### src/rtl/iiitb_sdmoore_param_if.sv
// Serial-detector bus: data/control towards the detector, match status back.
interface iiitb_sdmoore_param_if #(
  parameter int N     = 4,
  parameter int CNT_W = 8
);
  logic             din;
  logic             din_valid;
  logic             overlap;
  logic             pat_load;
  logic [N-1:0]     pat_in;
  logic             cnt_clr;
  logic             y;
  logic [CNT_W-1:0] match_cnt;
  logic             cnt_sat;

  modport master (
    output din, din_valid, overlap, pat_load, pat_in, cnt_clr,
    input  y, match_cnt, cnt_sat
  );

  modport slave (
    input  din, din_valid, overlap, pat_load, pat_in, cnt_clr,
    output y, match_cnt, cnt_sat
  );
endinterface

### src/rtl/iiitb_sdmoore_param.sv
// Moore serial sequence detector with loadable pattern, overlap mode and
// saturating match counter.
module iiitb_sdmoore_param #(
  parameter int           N        = 4,
  parameter logic [N-1:0] PAT_INIT = 4'b1010,
  parameter int           CNT_W    = 8
) (
  input  logic                 clk,
  input  logic                 reset,
  iiitb_sdmoore_param_if.slave bus
);
  localparam int FW = $clog2(N + 1);

  logic [N-1:0]     pat, nxt_pat;
  logic [N-1:0]     hist, nxt_hist;
  logic [FW-1:0]    fill, nxt_fill;
  logic [CNT_W-1:0] cnt, nxt_cnt;
  logic             sat, nxt_sat;
  logic             y_now, y_nxt, accept, inc;

  assign y_now = (fill == FW'(N)) && (hist == pat);

  always_ff @(posedge clk or negedge reset) begin
    if (!reset) begin
      pat  <= PAT_INIT;
      hist <= '0;
      fill <= '0;
      cnt  <= '0;
      sat  <= 1'b0;
    end else begin
      pat  <= nxt_pat;
      hist <= nxt_hist;
      fill <= nxt_fill;
      cnt  <= nxt_cnt;
      sat  <= nxt_sat;
    end
  end

  always_comb begin
    nxt_pat  = pat;
    nxt_hist = hist;
    nxt_fill = fill;
    accept   = bus.din_valid && !bus.pat_load;

    if (bus.pat_load) begin
      nxt_pat  = bus.pat_in;
      nxt_hist = '0;
      nxt_fill = '0;
    end else if (bus.din_valid) begin
      if (y_now && !bus.overlap) begin
        // non-overlap: the bit after a match starts a fresh search
        nxt_hist    = '0;
        nxt_hist[0] = bus.din;
        nxt_fill    = FW'(1);
      end else begin
        nxt_hist = {hist[N-2:0], bus.din};
        nxt_fill = (fill == FW'(N)) ? fill : fill + FW'(1);
      end
    end

    y_nxt = (nxt_fill == FW'(N)) && (nxt_hist == nxt_pat);
    inc   = accept && y_nxt;

    nxt_cnt = cnt;
    nxt_sat = sat;
    if (bus.cnt_clr) begin
      nxt_cnt = '0;
      nxt_sat = 1'b0;
    end else if (inc && (cnt != '1)) begin
      nxt_cnt = cnt + CNT_W'(1);
      nxt_sat = sat | (nxt_cnt == '1);
    end
  end

  assign bus.y         = y_now;
  assign bus.match_cnt = cnt;
  assign bus.cnt_sat   = sat;
endmodule
### src/flat_wrapper.sv
// flat-port wrapper written by rule: the top's interface ports become plain ports
module iiitb_sdmoore_param_flat 
#(
  parameter int           N        = 4,
  parameter logic [N-1:0] PAT_INIT = 4'b1010,
  parameter int           CNT_W    = 8
)
  (clk, reset, bus_din, bus_din_valid, bus_overlap, bus_pat_load, bus_pat_in, bus_cnt_clr, bus_y, bus_match_cnt, bus_cnt_sat);
  iiitb_sdmoore_param_if #(.N(N), .CNT_W(CNT_W)) bus_i ();
  input  logic clk;
  input  logic reset;
  input wire logic [$bits(bus_i.din)-1:0] bus_din;
  input wire logic [$bits(bus_i.din_valid)-1:0] bus_din_valid;
  input wire logic [$bits(bus_i.overlap)-1:0] bus_overlap;
  input wire logic [$bits(bus_i.pat_load)-1:0] bus_pat_load;
  input wire logic [$bits(bus_i.pat_in)-1:0] bus_pat_in;
  input wire logic [$bits(bus_i.cnt_clr)-1:0] bus_cnt_clr;
  output wire logic [$bits(bus_i.y)-1:0] bus_y;
  output wire logic [$bits(bus_i.match_cnt)-1:0] bus_match_cnt;
  output wire logic [$bits(bus_i.cnt_sat)-1:0] bus_cnt_sat;
  assign bus_i.din = bus_din;
  assign bus_i.din_valid = bus_din_valid;
  assign bus_i.overlap = bus_overlap;
  assign bus_i.pat_load = bus_pat_load;
  assign bus_i.pat_in = bus_pat_in;
  assign bus_i.cnt_clr = bus_cnt_clr;
  assign bus_y = bus_i.y;
  assign bus_match_cnt = bus_i.match_cnt;
  assign bus_cnt_sat = bus_i.cnt_sat;
  iiitb_sdmoore_param #(.N(N), .PAT_INIT(PAT_INIT), .CNT_W(CNT_W)) u_core (.clk(clk), .reset(reset), .bus(bus_i));
endmodule
### config.mk
export PLATFORM = sky130hd
export DESIGN_NAME = iiitb_sdmoore_param_flat
export DESIGN_NICKNAME = d
export VERILOG_FILES = /design/src/rtl/iiitb_sdmoore_param_if.sv /design/src/rtl/iiitb_sdmoore_param.sv /design/src/flat_wrapper.sv
export SDC_FILE = /design/constraint.sdc
export NUM_CORES = 1
export LEC_CHECK = 0
export CAP_MARGIN = 20
export CORE_MARGIN = 10
export CORE_UTILIZATION = 50
export DETAILED_ROUTE_END_ITERATION = 10
export GPL_TIMING_DRIVEN = 0
export PLACE_DENSITY = 0.82
export REMOVE_ABC_BUFFERS = 1
export SYNTH_ARGS = -nofsm -noshare
export SYNTH_HDL_FRONTEND = slang
export SYNTH_SLANG_ARGS = --single-unit
### constraint.sdc
create_clock -name clk -period 4.6 [get_ports clk]
set_input_delay 0.46 -clock clk [delete_from_list [all_inputs] [get_ports clk]]
set_output_delay 0.46 -clock clk [all_outputs]
set_load 0.03 [all_outputs]
After elaboration in Yosys (flattened, before gate mapping):

Cells that the tools add are included.

* add/sub/neg operators: 2
* equal/unequal tests: 6
* multiplexer cells: 12
* bitwise gates (word level): 1
* reductions and logical operators: 9

Operator list (number)
* 2-to-1 mux 4 bit: 4
* 2-to-1 mux 8 bit: 2
* 2-to-1 mux 3 bit: 4
* adder 8 x 1 -> 8 bit, second input constant: 1
* == test 4 bit: 2
* == test 8 bit, second input constant: 1
* != test 8 bit, second input constant: 1
* == test 3 bit, second input constant: 2
* logical AND 1 bit: 6
* adder 3 x 1 -> 3 bit, second input constant: 1
* zero test 1 bit: 2
* 2-to-1 mux 1 bit: 2
* nonzero test 2 bit: 1
* bitwise OR 1 bit: 1

* register bits after elaboration: 20
* input bits: 11
* output and inout bits: 10

Logic depth before layout (Yosys ltp):

* depth in word-level cells: 12
* depth in mapped cells: 9
* gate-level depth less buffers: 8

Worst setup path before layout:

Ideal clock, no wire load.

* kind: input -> register
* start point: in bus_pat_load
* end point: reg u_core.cnt[7], in the netlist u_core.bus.match_cnt[7]
* data arrival time: 2167 ps
* required time: 4522 ps
* setup slack: 2356 ps
* cell stages on the path: 7
* path through: clkbuf_1 > mux2i_1 > inv_1 > a221oi_2 > nand4b_2 > or4_1 > a21oi_1

* word-level cells in the longest chain between the ends: 6

RTL lines
* from (decl): RTL line flat_wrapper.sv:15 `input wire logic [$bits(bus_i.pat_load)-1:0] bus_pat_load;`
* 2-to-1 mux 4 bit: RTL line iiitb_sdmoore_param.sv:45 `if (bus.pat_load) begin`
* via u_core.nxt_pat[1]: RTL line iiitb_sdmoore_param.sv:14 `logic [N-1:0] pat, nxt_pat;`
* == test 4 bit: RTL line iiitb_sdmoore_param.sv:61 `y_nxt = (nxt_fill == FW'(N)) && (nxt_hist == nxt_pat);`
* logical AND 1 bit: RTL line iiitb_sdmoore_param.sv:61
* logical AND 1 bit: RTL line iiitb_sdmoore_param.sv:62 `inc = accept && y_nxt;`
* logical AND 1 bit: RTL line iiitb_sdmoore_param.sv:69 `end else if (inc && (cnt != '1)) begin`
* nonzero test 2 bit (no line)
* to (signal assigned): RTL line iiitb_sdmoore_param.sv:34 `cnt <= nxt_cnt;`
* to (decl): RTL line iiitb_sdmoore_param.sv:17 `logic [CNT_W-1:0] cnt, nxt_cnt;`

The timed path passes the listed nets, and every way through them passes these cells.
A chain may end at the register's enable or synchronous reset.

Worst setup path after layout:

* start point: in bus_din_valid
* end point: reg u_core.cnt[5], in the netlist u_core.bus.match_cnt[5]

* word-level cells in the longest chain between the ends: 7

RTL lines
* from (decl): RTL line flat_wrapper.sv:13 `input wire logic [$bits(bus_i.din_valid)-1:0] bus_din_valid;`
* 2-to-1 mux 4 bit or 2-to-1 mux 3 bit (tied branches): RTL line iiitb_sdmoore_param.sv:49 `end else if (bus.din_valid) begin`
* 2-to-1 mux 4 bit or 2-to-1 mux 3 bit (tied branches): RTL line iiitb_sdmoore_param.sv:45
* == test 4 bit or == test 3 bit (tied branches): RTL line iiitb_sdmoore_param.sv:61
* logical AND 1 bit: RTL line iiitb_sdmoore_param.sv:61
* logical AND 1 bit (*): RTL line iiitb_sdmoore_param.sv:62
* logical AND 1 bit (*): RTL line iiitb_sdmoore_param.sv:69
* nonzero test 2 bit (no line) (*)

Mark *: on every way between the ends. The rest lies on a longest branch, timed or not.

==> run metrics <==
Critical Path RT=4.83 ns; EDFF count, synth=0; Cells after Synth=118; clock-pin slew on the worst setup and hold paths=0.12 ns; top_reg_cell synth=dfrtp_1; clk sinks=20; DRC Markers=0; CP Max Fanout=14; GPL Wtd Cong=0.860; Clock Latency Late Sink=0.30 ns; RSZ-0062 raised after global routing=false; first-pass GRT wire length=4.15 mm; CP endpoint kind=register; Die Y=68.9 um; Worst Tran Pin Value=0.879 ns; critical path arrival=3.23 ns; nets@finish=154; post-synthesis simple-gate area fraction=0.199; CTS H-Tree Depth=1; maximum clock frequency=0.334 GHz; Synth cell types=36; max-slew violation count=0; total of cells resized after clock tree synthesis=0; top post-synthesis cells by count=dfrtp_1 (18), nor2_1 (10), xnor2_1 (9), inv_1 (7), mux2i_1 (7); share of cells above drive strength 1=0.0797; status=finished clean; final wirelength=2.44 mm; GR Overflow Total=0; Final Util=0.640; CTS tree=yes; area fraction of the dominant cell type after synthesis=0.377; Synth-to-Final Area Change=20.7%; core area=0.00225 mm2; post-synthesis sequential area ratio=0.421; post-CTS setup buffers=0; Post-DP Area=0.00141 mm2; die area=0.00475 mm2; hold_ws=0.540 ns; hold buffer count at cts=0; IO buf count=20; # rows=17; Max Root-Sink Buffers=2; number of DRC markers in iteration 0=38; setup tns final=0 ns; fillers=189; power per cell area=238 mW/mm2; Final Cell Area=0.00144 mm2; multiplexer area fraction after synthesis=0.0869; Post-Synth Adder-Cell Area=0.0419; vias in the first global route=918; root buffer cell=clkbuf_4; DP HPWL=1.87 mm; post-synthesis xor/xnor area fraction=0.0733; syn avg cell area=10.1 um2; Antenna Nets Post-Route=0; number of vias per cell=5.51; WS Path Type=in2reg; most frequent cell after synthesis=dfrtp_1; number of I/O pins=21; Wirelength per Cell=14.7 um; # diodes=0; VDD IR max=0.000168 V; HP Class=reg2reg; synth warn=0; register bit total from synthesis=20; final setup violation count=0; DRT Pass-1 Iters=4; largest net degree at the start of global routing=21; most area-consuming cells after synthesis=dfrtp_1 (38%), xnor2_1 (6.6%), mux2i_1 (5.9%), dfstp_2 (4.4%), ha_1 (4.2%); compound-gate portion of the synthesized area=0.136; async set or reset register ratio after synthesis=1.00; final worst path period share=0.651; final-report hold violation count=0; Starting Density=0.530; Leak=0.569 nW; post-synthesis cell area=0.00119 mm2; worst setup skew after layout=0.0116 ns; All-Layer GR Usage=0.112; largest family of logic cells by synthesized area=simple AND/OR/NAND/NOR gates; area leader, netlist=dfrtp_1; Max-slew headroom=0.412; startpoint class of the critical path=input pin; Num CTS Buffers=3; via count=914; Final Critical Period=3.00 ns; initial antenna violation count=0; die width=68.9 um; Max-Cap Viols=0
[state kept, by name, summed over array words and instances, names as in the netlist]
| name | cells |
|---|---|
| u_core.fill | 3 |
| u_core.bus.match_cnt | 8 |
| u_core.hist | 4 |
| u_core.bus.cnt_sat | 1 |
| u_core.pat | 4 |
[per-layer routing]
| metal | vias up | part of all wire | routed length (um) | global-route usage |
|---|---|---|---|---|
| li1 | 464 | - | - | - |
| met4 | 0 | 0.0057 | 14 | 0.0394 |
| met3 | 2 | 0.032 | 77 | 0.0258 |
| met2 | 14 | 0.49 | 1190 | 0.182 |
| met5 | - | 0 | 0 | 0 |
| met1 | 434 | 0.47 | 1150 | 0.144 |
[layout by cell type (no fill, tap or decap), types with 4 or more instances in the layout]
cell type        count
ha_1                 4
nor2_1              10
dfrtp_1             18
nand2_1              6
clkdlybuf4s50_1     20
xnor2_1              9
mux2i_1              7
inv_1                7
a21oi_1              6
o31ai_1              4
[worst paths after layout]
path | startpoint | endpoint | slack, ns | cells after the start
setup / recovery | bus_din_valid | u_core.bus.match_cnt[5]$_DFFE_PN0P_ | 1.60 | 7
hold / removal | u_core.bus.cnt_sat$_DFFE_PN0P_ | u_core.bus.cnt_sat$_DFFE_PN0P_ | 0.54 | 2
setup reg to reg | u_core.fill[0]$_DFF_PN0_ | u_core.bus.match_cnt[5]$_DFFE_PN0P_ | 1.97 | 8
min in group asynchronous | reset | u_core.bus.match_cnt[5]$_DFFE_PN0P_ | 0.64 | 1
max in group asynchronous | reset | u_core.hist[3]$_DFF_PN0_ | 3.41 | 1
hold reg to reg | u_core.bus.cnt_sat$_DFFE_PN0P_ | u_core.bus.cnt_sat$_DFFE_PN0P_ | 0.54 | 2
[final cells by class]
class	instances	area, um2	area share
Multi-Input combinational cell	87	642	0.445
Sequential cell	20	503	0.349
Timing Repair Buffer	20	200	0.139
Clock buffer	4	36.3	0.0252
Tap cell	28	35.0	0.0243
Inverter	7	26.3	0.0182
[stage by stage]
step	worst slack [ns]	power, mW	std cells
final	1.60	0.344	166
after global routing	1.45	0.364	166
after CTS	1.63	0.350	166
after detailed placement	1.29	0.243	162
after global placement	1.36	0.242	162
after floorplan	2.31	0.221	114
[cell families after synthesis]
logic type	Yosys count
AO/OA/AOI/OAI	22
XOR/XNOR	10
adder cells (fa/ha/maj)	4
buffers and inverters	11
flip-flops	20
multiplexers	10
AND/OR/NAND/NOR	41
[critical path, cell delays in order]
cell             delay [ns]
clkdlybuf4s50_1        0.76
mux2i_1                0.35
o22ai_1                0.16
a2111oi_4              0.37
nand4b_2               0.37
or4_1                  0.60
a21oi_1                0.16
[where the power goes]
group / leakage, nW / internal (mW) / switching [mW]
combinational: 0.283 / 0.0247 / 0.0251
clock: 0.0210 / 0.0482 / 0.0561
sequential: 0.265 / 0.183 / 0.00659
total: 0.569 / 0.256 / 0.0878
(Power assumes the default switching activity.)
